**config.mk**
```make
export PLATFORM = sky130hd
export DESIGN_NAME = controle_display_erros
export DESIGN_NICKNAME = d
export VERILOG_FILES = /design/src/rtl/controle_display_erros.sv
export SDC_FILE = /design/constraint.sdc
export NUM_CORES = 1
export LEC_CHECK = 0
export BUFFER_PORTS_ARGS = -buffer_cell sky130_fd_sc_hd__buf_2
export CAP_MARGIN = 20
export CORE_MARGIN = 2
export CORE_UTILIZATION = 55
export DETAILED_ROUTE_END_ITERATION = 6
export PLACE_DENSITY = 0.71
export SLEW_MARGIN = 20
export SYNTH_ARGS = -nofsm -noshare
export SYNTH_HDL_FRONTEND = slang
export SYNTH_SLANG_ARGS = --single-unit
```
**constraint.sdc**
```tcl
create_clock -name clock -period 2.4 [get_ports clock]
set_clock_uncertainty 0.2 [all_clocks]
set_input_delay 0.48 -clock clock [delete_from_list [all_inputs] [get_ports clock]]
set_output_delay 0.48 -clock clock [all_outputs]
set_load 0.1 [all_outputs]
```
**src/rtl/controle_display_erros.sv**
```systemverilog
// Round-robin error-display scheduler for the 4-digit multiplexed panel.
// Optional blank frame between holds is compiled in with ERRO_GAP_EN.
module controle_display_erros #(
  parameter int SCAN_DIV   = 50000,
  parameter int HOLD_SCANS = 64
) (
  input  logic       clock,
  input  logic       reset_n,
  input  logic [3:0] erro_req,
  output logic [1:0] sel_contador,
  output logic [3:0] digito_n,
  output logic [1:0] erro_atual,
  output logic       erro_valido,
  output logic [3:0] erro_visto
);

  localparam int DW = (SCAN_DIV > 1) ? $clog2(SCAN_DIV) : 1;
  localparam int FW = (HOLD_SCANS > 1) ? $clog2(HOLD_SCANS) : 1;

  typedef enum logic [1:0] {
    ST_IDLE = 2'd0,
    ST_SHOW = 2'd1,
    ST_NEXT = 2'd2
`ifdef ERRO_GAP_EN
    , ST_GAP = 2'd3
`endif
  } state_t;

  state_t          r_state;
  logic [1:0]      r_ptr;
  logic [DW-1:0]   r_div;
  logic [1:0]      r_dig;
  logic [FW-1:0]   r_frame;
  logic [3:0]      r_pend;

  logic            w_any;
  logic            w_found;
  logic [1:0]      w_sel;
  logic [1:0]      w_idx;
  logic            w_tick;
  logic            w_wrap;
  logic            w_last;

  // First active request scanning circularly from the round-robin pointer.
  always_comb begin
    w_any   = |erro_req;
    w_sel   = r_ptr;
    w_found = 1'b0;
    w_idx   = r_ptr;
    for (int k = 0; k < 4; k++) begin
      w_idx = r_ptr + 2'(k);
      if (!w_found && erro_req[w_idx]) begin
        w_sel   = w_idx;
        w_found = 1'b1;
      end
    end
  end

  assign w_tick = (r_div == DW'(SCAN_DIV - 1));
  assign w_wrap = w_tick && (r_dig == 2'd3);
  assign w_last = w_wrap && (r_frame == FW'(HOLD_SCANS - 1));

  // Panel outputs are registered from the current state, so they trail the
  // state register by one cycle; the completion pulse is delayed to match.
  always_ff @(posedge clock or negedge reset_n) begin
    if (!reset_n) begin
      r_state      <= ST_IDLE;
      r_ptr        <= 2'd0;
      r_div        <= '0;
      r_dig        <= 2'd0;
      r_frame      <= '0;
      r_pend       <= 4'b0000;
      sel_contador <= 2'd0;
      digito_n     <= 4'b1111;
      erro_atual   <= 2'd0;
      erro_valido  <= 1'b0;
      erro_visto   <= 4'b0000;
    end else begin
      r_pend     <= 4'b0000;
      erro_visto <= r_pend;
      if (r_state == ST_SHOW) begin
        sel_contador <= r_dig;
        digito_n     <= ~(4'b0001 << r_dig);
        erro_valido  <= 1'b1;
      end else begin
        sel_contador <= 2'd0;
        digito_n     <= 4'b1111;
        erro_valido  <= 1'b0;
      end

      case (r_state)
        ST_IDLE, ST_NEXT: begin
          r_div   <= '0;
          r_dig   <= 2'd0;
          r_frame <= '0;
          if (w_any) begin
            erro_atual <= w_sel;
            r_ptr      <= w_sel + 2'd1;
            r_state    <= ST_SHOW;
          end else begin
            r_state <= ST_IDLE;
          end
        end
        ST_SHOW: begin
          if (!erro_req[erro_atual]) begin
            r_state <= ST_NEXT;
            r_div   <= '0;
            r_dig   <= 2'd0;
            r_frame <= '0;
          end else begin
            r_div <= w_tick ? '0 : r_div + DW'(1);
            if (w_tick) r_dig <= r_dig + 2'd1;
            if (w_wrap) r_frame <= (r_frame == FW'(HOLD_SCANS - 1)) ? '0 : r_frame + FW'(1);
            if (w_last) begin
              r_pend <= 4'b0001 << erro_atual;
`ifdef ERRO_GAP_EN
              r_state <= ST_GAP;
`else
              r_state <= ST_NEXT;
`endif
            end
          end
        end
`ifdef ERRO_GAP_EN
        ST_GAP: begin
          r_div <= w_tick ? '0 : r_div + DW'(1);
          if (w_tick) r_dig <= r_dig + 2'd1;
          if (w_wrap) r_state <= ST_NEXT;
        end
`endif
        default: r_state <= ST_IDLE;
      endcase
    end
  end

endmodule

```
### Word level (Yosys, flattened, before mapping)

Cells that the tools add are included.

* bits in registers: 45
* input bits: 6
* word-level logic and storage cells: 85

* add/sub/neg operators: 7
* $lt $le $gt $ge: 5
* equality and inequality tests: 8
* shift-type cells: 2
* muxes and demuxes: 36
* bitwise logic cells: 1
* reductions and logical operators: 15

Operators by type and width (number)
* $mux 16: 2
* $pmux 16 s2: 1
* $mux 6: 3
* $add 16x1->16 const B: 1
* $eq 16x16->1 const B: 1
* $mux 2: 8
* $mux 4: 4
* $lt 2x3->1 const B: 5
* $pmux 6 s2: 1
* $bmux 1 s2: 5
* $mux 1: 10
* $ne 3x3->1 const B: 3
* $pmux 2 s2: 2
* $shl 1x2->4 const A: 2
* $add 2x1->2 const B: 3
* $add 6x1->6 const B: 1
* $eq 6x6->1 const B: 1
* $reduce_and 2->1: 3
* $logic_and 1x1->1: 5
* $add 2x2->2 const B: 2
* $eq 2x2->1 const B: 2
* $not 4->4: 1
* $reduce_or 4->1: 1
* $logic_not 1->1: 3
* 4 further kinds: 4

### Longest topological paths before layout

Gate-level depths: netlist (run 1).

* depth in word-level cells: 13
* mapped depth: 8
* depth with buffers taken out: 6

### Worst setup path before layout (run 1)

Ideal clock, no wire load.

* path kind: reg-to-reg
* start point: register erro_atual[0]
* end point: register r_div[15]
* library setup time: 124 ps
* data arrival time: 2485 ps
* path slack: -409 ps
* stages on the path, launching flop included: 8
* path buffers: 2
* cells stage by stage: dfrtp_1 > mux4_2 > nand2_1 > clkbuf_1 > a21o_1 > buf_4 > nor3_1 > a211o_1

* cells in the longest elaborated chain, start to end: 4

RTL lines
* start, declared: RTL line 12 `output logic [1:0] erro_atual,`
* start signal, assigned: RTL line 97 `erro_atual <= w_sel;`
* $bmux 1 s2: RTL line 105 `if (!erro_req[erro_atual]) begin`
* $mux 1 (not written as such): RTL line 105
* $mux 16: RTL line 105
* $pmux 16 s2: RTL line 91 `case (r_state)`
* end signal, assigned: RTL line 111 `r_div <= w_tick ? '0 : r_div + DW'(1);`
* end, declared: RTL line 31 `logic [DW-1:0] r_div;`

Every way passes these cells. The select of a mux whose other input is x is not followed.
A chain may end at the register's enable or synchronous reset.

### Final worst setup path (run 1)

* start point: register r_div[7]
* end point: register r_div[10]

* cells in the longest elaborated chain, start to end: 4
* elaborated cells on any way between the ends: 5
* those cells by class: 1 x add/sub; 1 x eq/ne; 3 x mux

RTL lines (RTL line)
* $add 16x1->16 or $eq 16x16->1 (tied branches): 111, 59
* $mux 16 (*): 111
* $mux 16 (*): 105
* $pmux 16 s2 (*): 91

Every way passes the cells marked *; elsewhere a longest branch is shown, timed or not.

==> flow_metrics.env, run 1 <==
export IMPL_outcome="completed"
export IMPL_async_flop_share_pct=100
export IMPL_clk_pin_slew_ns=0.08
export IMPL_synthFlopType="dfrtp_1"
export IMPL_crit_type="flip-flop to flip-flop"
export IMPL_ys_ff_latch=45
export IMPL_numClockSinks=45
export IMPL_rr_startpoint="r_div[7]$_DFFE_PN0P_"
export IMPL_io_pins=19
export IMPL_post_route_min_period_ns=2.28
export IMPL_dp_hpwl_mm=3.21
export IMPL_startpoint="r_div[7]$_DFFE_PN0P_"
export IMPL_drt_iter0_drc=134
export IMPL_grt_pass1_vias=1689
export IMPL_reg2reg_to="r_div[10]$_DFFE_PN0P_"
export IMPL_antennaDiodeCount=0
export IMPL_synth_commonest_cells="dfrtp_1 (41), nand2_1 (22), o21ai_0 (18), inv_1 (11)"
export IMPL_setup_viol=0
export IMPL_place_gp_congestion=0.852
export IMPL_grt_ovfl_total=0
export IMPL_cts_tree="done"
export IMPL_die_area_mm2=0.00464
export IMPL_synth_compound_area_share_pct=20.6
export IMPL_numPortBuffers=18
export IMPL_via_count=1784
export IMPL_synth_seq_area_share_pct=50.0
export IMPL_ir_drop_v=0.000509
export IMPL_grt_max_degree=25
export IMPL_ant_nets=0
export IMPL_clk_insertion_delay_late_ns=0.29
export IMPL_yosys_top_cells_area="dfrtp_1 (45%), dfstp_2 (4.6%), o21ai_0 (4.0%)"
export IMPL_grt_pass1_wl_mm=7.82
export IMPL_multi_input_area_mm2=0.00102
export IMPL_seqCellArea_mm2=0.00114
export IMPL_synth_area_mm2=0.00226
export IMPL_final_max_slew_viol_count=0
export IMPL_fp_coreArea_mm2=0.00397
export IMPL_drc=0
export IMPL_cts_buffer_depth=2
export IMPL_cp_start_kind="flip-flop"
export IMPL_dr_pass1_iters=4
export IMPL_crit_required_ns=2.37
export IMPL_pwr_density_cell_mw_per_mm2=1020
export IMPL_synth_top_area_share_pct=45.4
export IMPL_synth_simple_gate_area_share_pct=19.1
export IMPL_synth_net_count=238
export IMPL_synth_edff_count=0
export IMPL_synth_cells=226
export IMPL_fill_cells=324
export IMPL_cts_root_buf="clkbuf_8"
export IMPL_routed_wl_mm=4.55
export IMPL_crit_fanout=8
export IMPL_cp_arrival_ns=2.25
export IMPL_rsz0062_at_grt="yes"
export IMPL_antenna_found_initial=0
export IMPL_h_tree_depth=2
export IMPL_worstHoldPathType="flip-flop to flip-flop"
export IMPL_drive_gt1_share_pct=19.0
export IMPL_numCtsBuffers=5
export IMPL_post_cts_buffers=0
export IMPL_synth_cell_types=49
export IMPL_fin_util_pct=64.6
export IMPL_rr_worst_depth=7
export IMPL_fmax_ghz=0.438
export IMPL_p_leak_nw=1.21
export IMPL_hold_violations=0
export IMPL_die_width_um=68.1
export IMPL_synth_top_cell_by_area="dfrtp_1"
export IMPL_drv_cap=0
export IMPL_max_slew_margin_pct=56.6
export IMPL_yosys_warnings=0
export IMPL_syn_area_per_cell_um2=10.0
export IMPL_synthAdderAreaFrac_pct=3.32
export IMPL_synth_xor_area_share_pct=0.774
export IMPL_muxShareOfSynthArea_pct=1.44
export IMPL_end_kind="flip-flop"
export IMPL_die_h_um=68.1
export IMPL_vias_per_cell=5.91
export IMPL_endpoint="r_div[10]$_DFFE_PN0P_"
export IMPL_nNetsFinal=263
export IMPL_yosys_cell_count_top_type="dfrtp_1"
export IMPL_regToRegSetupSlack_ns=0.12
export IMPL_start_util_pct=57.0
export IMPL_std_cell_rows=23
export IMPL_setup_tns_ns=0
export IMPL_syn2layout_area_growth_pct=13.4
export IMPL_wl_per_cell_um=15.1
export IMPL_cts_resized=0
export IMPL_grt_util_all_layers_pct=22.5
export IMPL_tightest_slew_ns=0.651
export IMPL_timing_final_crit_share_pct=95.1
export IMPL_synth_top_family_by_area="compound AO/OA/AOI/OAI gates"
-- how the worst min path moves through the flow --
stage	startpoint	to	slack, ns	cells after the start
after floorplan	reset_n	erro_atual[1]$_DFFE_PN0P_	-0.02	0
after global placement	r_pend[1]$_DFF_PN0_	erro_visto[1]$_DFF_PN0_	0.13	0
after detailed placement	r_pend[3]$_DFF_PN0_	erro_visto[3]$_DFF_PN0_	0.13	0
after CTS	r_pend[3]$_DFF_PN0_	erro_visto[3]$_DFF_PN0_	0.15	0
after global routing	r_pend[1]$_DFF_PN0_	erro_visto[1]$_DFF_PN0_	0.17	0
final	r_pend[3]$_DFF_PN0_	erro_visto[3]$_DFF_PN0_	0.15	0
-- cell type report --
type / instances / share of cell area [%]
clock inverters: 2 / 1.37
flip-flops and latches: 45 / 44.3
multi-input cells: 158 / 39.9
well taps: 50 / 2.44
inverters: 11 / 1.61
repair buffers: 30 / 7.61
clock buffers: 6 / 2.83
-- repair_timing --
action,4_1_cts,5_1_grt
endpoints found under the hold margin,21,0
setup endpoints to repair,0,5
hold buffers,1,0
-- cell families (layout without fill, tap and decap cells) --
family                     count (synthesis)  after routing
and+or+nand+nor                           80             80
AOI/OAI and AO/OA                         68             68
DFF                                       45             45
buffers and inverters                     23             49
adders and majority gates                  6              6
xor gates and xnor gates                   2              2
muxes                                      2              2
-- cells in the final DEF (no fill, tap or decap), types with 2 or more instances in the layout --
| cell | instances |
|---|---|
| buf_4 | 10 |
| o21a_1 | 2 |
| and2_1 | 6 |
| o41ai_1 | 2 |
| inv_1 | 11 |
| ha_1 | 6 |
| nand4_1 | 2 |
| a31oi_1 | 9 |
| a21oi_1 | 5 |
| dfstp_2 | 4 |
| nor2_1 | 10 |
| buf_2 | 18 |
| and3_1 | 7 |
| nand2b_1 | 2 |
| a41oi_1 | 4 |
| a22o_1 | 2 |
| nor2b_1 | 2 |
| a22oi_1 | 2 |
| nor4_1 | 7 |
| a21o_1 | 9 |
| xnor2_1 | 2 |
| o31ai_1 | 3 |
| nand2_1 | 22 |
| nor3_1 | 4 |
| dfrtp_1 | 39 |
| clkbuf_8 | 5 |
| nand3_1 | 10 |
| or3_1 | 2 |
| o21ai_0 | 18 |
-- per-layer routing --
| metal | share of wire (%) | global-route usage [%] | up-vias |
|---|---|---|---|
| met4 | 1.1 | 8.50 | 0 |
| met5 | 0 | 0 | - |
| met3 | 4.0 | 4.11 | 4 |
| li1 | - | - | 876 |
| met2 | 43 | 33.3 | 41 |
| met1 | 52 | 32.8 | 863 |
-- sequential cells by signal, summed over array words and instances, names as in the netlist --
signal / flops
r_div: 16
r_frame: 6
digito_n: 4
erro_visto: 4
r_pend: 4
erro_atual: 2
r_dig: 2
r_ptr: 2
r_state: 2
sel_contador: 2
erro_valido: 1
-- report_power, final --
group / internal, W / switching [W] / total (W)
Sequential: 0.000876 / 0.0000975 / 0.000973
Clock: 0.000309 / 0.000247 / 0.000556
Combinational: 0.000322 / 0.000762 / 0.00108
Total: 0.00151 / 0.00111 / 0.00261
-- worst max-delay path, cell delays in order, from the launching register on --
cell and delay [ns]:
dfrtp_1 0.44, or3b_4 0.40, nor4_4 0.31, buf_4 0.21, a21o_1 0.24, buf_4 0.17
o22a_1 0.12, o41ai_1 0.06
-- stage by stage --
stage / total power [W] / hold WS (ns) / cells / setup slack [ns] / instance area (µm²)
6_report: 0.00261 / 0.152 / 302 / 0.117 / 2560
5_1_grt: 0.00278 / 0.166 / 302 / -0.0181 / 2560
4_1_cts: 0.00262 / 0.154 / 302 / 0.119 / 2560
3_5_place_dp: 0.00206 / 0.135 / 293 / 0.131 / 2450
3_3_place_gp: 0.00205 / 0.134 / 293 / 0.180 / 2450
2_1_floorplan: 0.00184 / -0.0156 / 226 / 0.00881 / 2270
No activity file was read; power rests on OpenSTA's default activity.
==> run 2, diff against run 1 <==
--- a/config.mk
+++ b/config.mk
@@ -5,12 +5,14 @@
 export SDC_FILE = /design/constraint.sdc
 export NUM_CORES = 1
 export LEC_CHECK = 0
-export BUFFER_PORTS_ARGS = -buffer_cell sky130_fd_sc_hd__buf_2
 export CAP_MARGIN = 20
 export CORE_MARGIN = 2
 export CORE_UTILIZATION = 55
+export CTS_BUF_LIST = sky130_fd_sc_hd__clkbuf_8 sky130_fd_sc_hd__clkbuf_16
 export DETAILED_ROUTE_END_ITERATION = 6
-export PLACE_DENSITY = 0.71
+export DONT_BUFFER_PORTS = 1
+export GPL_TIMING_DRIVEN = 0
+export PLACE_DENSITY = 0.67
 export SLEW_MARGIN = 20
 export SYNTH_ARGS = -nofsm -noshare
 export SYNTH_HDL_FRONTEND = slang
==> flow_metrics.env, run 2 (same netlist as run 1, synthesis figures left out) <==
export IMPL_ant_nets=0
export IMPL_numClockSinks=45
export IMPL_wl_per_cell_um=16.6
export IMPL_placed_area_mm2=0.00233
export IMPL_cts_root_buf="clkbuf_8"
export IMPL_antenna_found_initial=0
export IMPL_dp_hpwl_mm=3.23
export IMPL_crit_family="flip-flops"
export IMPL_fp_coreArea_mm2=0.00397
export IMPL_crit_required_ns=2.39
export IMPL_grt_max_degree=46
export IMPL_layout_commonest_cell="dfrtp_1"
export IMPL_final_cell_mix="dfrtp_1 (39), nand2_1 (21), o21ai_0 (18), inv_1 (11), nor2_1 (10)"
export IMPL_numCtsBuffers=5
export IMPL_hold_violations=0
export IMPL_cp_arrival_ns=2.32
export IMPL_dp_cells=276
export IMPL_end_kind="flip-flop"
export IMPL_rsz0062_at_grt="no"
export IMPL_fin_cells=291
export IMPL_clk_pin_slew_ns=0.09
export IMPL_largest_register="r_div"
export IMPL_via_count=1855
export IMPL_tightest_slew_ns=0.877
export IMPL_ir_drop_v=0.000770
export IMPL_h_tree_depth=2
export IMPL_fin_ws_ns=0.0693
export IMPL_outcome="completed"
export IMPL_drc=0
export IMPL_timing_final_crit_share_pct=97.1
export IMPL_met3_length_um=205
export IMPL_grt_pass1_vias=1647
export IMPL_antennaDiodeCount=0
export IMPL_top_layer="met4"
export IMPL_path_buf_inv=2
export IMPL_grt_pass1_wl_mm=8.00
export IMPL_p_leak_nw=1.18
export IMPL_drive_gt1_share_pct=15.4
export IMPL_crit_slowest_cell="dfrtp_4"
export IMPL_worstPathCellList="mux4_2, nand2_4, buf_8, a21o_1, buf_6, nor3_1, a211o_1"
export IMPL_largest_reg_flops=16
export IMPL_vias_per_cell=6.37
export IMPL_drt_iter0_drc=173
export IMPL_final_max_slew_viol_count=0
export IMPL_worstHoldPathType="flip-flop to flip-flop"
export IMPL_numPortBuffers=0
export IMPL_m1WireLength_mm=2.32
export IMPL_nNetsFinal=252
export IMPL_start_util_pct=57.0
export IMPL_post_place_ws_ns=-0.257
export IMPL_place_gp_congestion=0.860
export IMPL_fin_area_mm2=0.00259
export IMPL_die_area_mm2=0.00464
export IMPL_drv_cap=0
export IMPL_std_cell_rows=23
export IMPL_post_route_min_period_ns=2.33
export IMPL_clk_insertion_delay_late_ns=0.30
export IMPL_io_pins=19
export IMPL_die_width_um=68.1
export IMPL_cts_buffer_depth=2
export IMPL_pwr_density_cell_mw_per_mm2=1080
export IMPL_crit_path_max_incr_delay_ns=0.65
export IMPL_setup_viol=0
export IMPL_dr_pass1_iters=4
export IMPL_crit_fanout=6
export IMPL_fmax_ghz=0.429
export IMPL_grt_util_all_layers_pct=23.4
export IMPL_max_slew_margin_pct=41.6
export IMPL_wl_met2_mm=2.20
export IMPL_die_h_um=68.1
export IMPL_crit_type="flip-flop to flip-flop"
export IMPL_cp_start_kind="flip-flop"
export IMPL_cts_tree="done"
export IMPL_syn2layout_area_growth_pct=14.5
export IMPL_top_regs="r_div (16), r_frame (6)"
export IMPL_routed_wl_mm=4.83
export IMPL_grt_ovfl_total=0
export IMPL_p_total_w=0.00281
## run 2: power by group
part           switching, W  internal, W
clock network      0.000264     0.000414
logic              0.000463     0.000356
registers          0.000432     0.000881
total               0.00116      0.00165
## run 2: per-layer routing
metal / global-route usage (%) / vias up
met1: 33.5 / 911
met4: 8.50 / 0
met5: 0 / -
met2: 34.6 / 66
li1: - / 865
met3: 5.26 / 13
## run 2: cell type report
cell class / instances / area (µm²)
Sequential cell: 45 / 1140
Timing Repair Buffer: 9 / 87.6
Clock buffer: 5 / 68.8
Fill cell: 315 / 1380
Clock inverter: 3 / 65.1
Tap cell: 50 / 62.6
Inverter: 11 / 41.3
Buffer: 10 / 76.3
Multi-Input combinational cell: 158 / 1050
## run 2: what timing repair did
action | 4_1_cts | 5_1_grt
pin swaps | 2 | 0
endpoints found under the hold margin | 45 | 0
resized for setup | 5 | 8
buffers inserted | 3 | 3
setup endpoints to repair | 22 | 25
hold buffers | 2 | 0
cloned | 0 | 1
## run 2: metrics by stage
| stage | util, % | hold WS [ns] | TNS, ns |
|---|---|---|---|
| after CTS | 64.0 | 0.155 | 0 |
| after detailed placement | 58.7 | -0.0147 | -1.39 |
| after global routing | 65.2 | 0.168 | 0 |
| final | 65.2 | 0.152 | 0 |
| after global placement | 58.7 | -0.0147 | -0.733 |
| after floorplan | - | -0.0156 | 0 |
## run 2: final timing paths
check / slack (ns) / startpoint / cells after the start / to
min: 0.15 / r_pend[0]$_DFF_PN0_ / 0 / erro_visto[0]$_DFF_PN0_
max: 0.07 / erro_atual[0]$_DFFE_PN0P_ / 7 / r_div[15]$_DFFE_PN0P_
min in group asynchronous: 0.48 / reset_n / 2 / r_dig[0]$_DFFE_PN0P_
max in group asynchronous: 1.27 / reset_n / 2 / digito_n[0]$_DFF_PN1_
min reg2reg: 0.15 / r_pend[0]$_DFF_PN0_ / 0 / erro_visto[0]$_DFF_PN0_
max reg2reg: 0.07 / erro_atual[0]$_DFFE_PN0P_ / 7 / r_div[15]$_DFFE_PN0P_
==> run 3, diff against run 2 <==
==> constraint.sdc (replaced) <==
create_clock -name clock -period 2.3 [get_ports clock]
set_clock_uncertainty 0.2 [all_clocks]
set_input_delay 0.46 -clock clock [delete_from_list [all_inputs] [get_ports clock]]
set_output_delay 0.46 -clock clock [all_outputs]
set_load 0.1 [all_outputs]
==> flow_metrics.env, run 3 (same netlist as run 1, synthesis figures left out) <==
export IMPL_clk_insertion_delay_late_ns=0.31
export IMPL_pwr_density_cell_mw_per_mm2=1100
export IMPL_p_total_w=0.00289
export IMPL_drc=0
export IMPL_die_width_um=68.1
export IMPL_grt_pass1_wl_mm=8.20
export IMPL_place_gp_congestion=0.866
export IMPL_fmax_ghz=0.433
export IMPL_die_h_um=68.1
export IMPL_routed_wl_mm=4.99
export IMPL_numCtsBuffers=5
export IMPL_numClockSinks=45
export IMPL_crit_path_max_incr_delay_ns=0.65
export IMPL_nNetsFinal=252
export IMPL_fin_ws_ns=-0.0111
export IMPL_end_kind="flip-flop"
export IMPL_final_max_slew_viol_count=0
export IMPL_outcome="finished with violations"
export IMPL_hold_violations=0
export IMPL_via_count=1845
export IMPL_vias_per_cell=6.34
export IMPL_dr_pass1_iters=4
export IMPL_regToRegSetupSlack_ns=-0.01
export IMPL_antenna_found_initial=0
export IMPL_worstHoldPathCells=0
export IMPL_cts_tree="done"
export IMPL_clk_pin_slew_ns=0.09
export IMPL_dp_hpwl_mm=3.30
export IMPL_holdCritStartpoint="r_pend[2]$_DFF_PN0_"
export IMPL_layout_commonest_cell="dfrtp_1"
export IMPL_h_tree_depth=2
export IMPL_cts_root_buf="clkbuf_8"
export IMPL_io_pins=19
export IMPL_cp_arrival_ns=2.31
export IMPL_use_met1_pct=33.3
export IMPL_cp_start_kind="flip-flop"
export IMPL_grt_util_met3_pct=6.09
export IMPL_ir_drop_v=0.000743
export IMPL_ant_nets=0
export IMPL_crit_fanout=6
export IMPL_hold_path_end="erro_visto[2]$_DFF_PN0_"
export IMPL_busiest_layer="met2"
export IMPL_max_slew_margin_pct=39.6
export IMPL_drv_cap=0
export IMPL_setup_viol=1
export IMPL_grt_ovfl_total=0
export IMPL_crit_required_ns=2.29
export IMPL_worstHoldPathType="flip-flop to flip-flop"
export IMPL_crit_type="flip-flop to flip-flop"
export IMPL_syn2layout_area_growth_pct=15.8
export IMPL_top_regs="r_div (16), r_frame (6)"
export IMPL_worstPathCellList="mux4_2, nand2_2, a21oi_2, buf_6, and3_1, a211o_1"
export IMPL_drive_gt1_share_pct=17.4
export IMPL_timing_final_crit_share_pct=100
export IMPL_fp_coreArea_mm2=0.00397
export IMPL_grt_util_all_layers_pct=24.4
export IMPL_antennaDiodeCount=0
export IMPL_setup_tns_ns=-0.0111
export IMPL_rsz0062_at_grt="yes"
export IMPL_crit_slowest_cell="dfrtp_4"
export IMPL_grt_met2_usage_pct=37.0
export IMPL_reg2reg_to="r_div[15]$_DFFE_PN0P_"
export IMPL_drt_iter0_drc=208
export IMPL_largest_reg_flops=16
export IMPL_cts_buffer_depth=2
export IMPL_start_util_pct=57.0
export IMPL_numPortBuffers=0
export IMPL_p_leak_nw=1.18
export IMPL_grt_pass1_vias=1714
export IMPL_std_cell_rows=23
export IMPL_largest_register="r_div"
export IMPL_rr_worst_depth=6
export IMPL_tightest_slew_ns=0.906
export IMPL_post_route_min_period_ns=2.31
export IMPL_grt_max_degree=46
export IMPL_wl_per_cell_um=17.2
export IMPL_die_area_mm2=0.00464
export IMPL_rr_startpoint="erro_atual[0]$_DFFE_PN0P_"
export IMPL_final_cell_mix="dfrtp_1 (39), nand2_1 (21), inv_1 (11), o21ai_0 (11), nor2_1 (10)"
export IMPL_violations="setup timing"
run 3: stage by stage:
stage | setup WS [ns] | util (%) | cell area [µm²] | hold slack (ns) | cells
global route | -0.0887 | 65.9 | 2620 | 0.170 | 291
CTS | -0.0187 | 64.8 | 2570 | 0.155 | 291
global placement | -0.167 | 58.7 | 2330 | -0.0346 | 276
floorplan | 0.00125 | - | 2270 | -0.0356 | 226
finish | -0.0111 | 65.9 | 2620 | 0.155 | 291
detailed placement | -0.212 | 58.7 | 2330 | -0.0347 | 276
run 3: final cells by class:
type	count	area, µm²
Timing Repair Buffer	10	124
Tap cell	50	62.6
Sequential cell	45	1140
Inverter	11	41.3
Clock inverter	3	46.3
Fill cell	304	1350
Multi-Input combinational cell	158	1070
Buffer	9	71.3
Clock buffer	5	68.8
run 3: worst max path at each step:
stage / endpoint / startpoint / cells after the start / slack [ns]
final: r_div[15]$_DFFE_PN0P_ / erro_atual[0]$_DFFE_PN0P_ / 6 / -0.01
after global routing: r_frame[3]$_DFFE_PN0P_ / r_div[6]$_DFFE_PN0P_ / 7 / -0.09
after CTS: r_div[15]$_DFFE_PN0P_ / erro_atual[0]$_DFFE_PN0P_ / 6 / -0.02
after detailed placement: r_div[15]$_DFFE_PN0P_ / erro_atual[0]$_DFFE_PN0P_ / 7 / -0.21
after global placement: r_div[15]$_DFFE_PN0P_ / erro_atual[0]$_DFFE_PN0P_ / 7 / -0.17
after floorplan: r_div[15]$_DFFE_PN0P_ / erro_atual[0]$_DFFE_PN0P_ / 7 / 0.001
run 3: layer usage:
metal | up-vias | part of all wire [%] | wire length [µm]
li1 | 856 | - | -
met1 | 926 | 48 | 2400
met2 | 53 | 46 | 2310
met3 | 10 | 4.0 | 199
met4 | 0 | 1.7 | 83
met5 | - | 0 | 0
run 3: power breakdown:
group / internal [W] / switching (W)
registers: 0.000919 / 0.000452
clock network: 0.000325 / 0.000289
logic: 0.000407 / 0.000501
run 3: worst max-delay path: cells and delay by family (launching register included):
kind | cells | cell delay [ns]
AOI/OAI and AO/OA | 2 | 0.32
muxes | 1 | 0.60
and+or+nand+nor | 2 | 0.28
DFF | 1 | 0.65
buffers and inverters | 1 | 0.15
run 3: what timing repair did:
item / CTS / global route
hold buffers: 2 / 0
endpoints found under the hold margin: 45 / 0
pin swaps: 5 / 7
buffers inserted: 6 / 1
resized for setup: 10 / 12
gates cloned: 0 / 1
setup endpoints to repair: 25 / 29
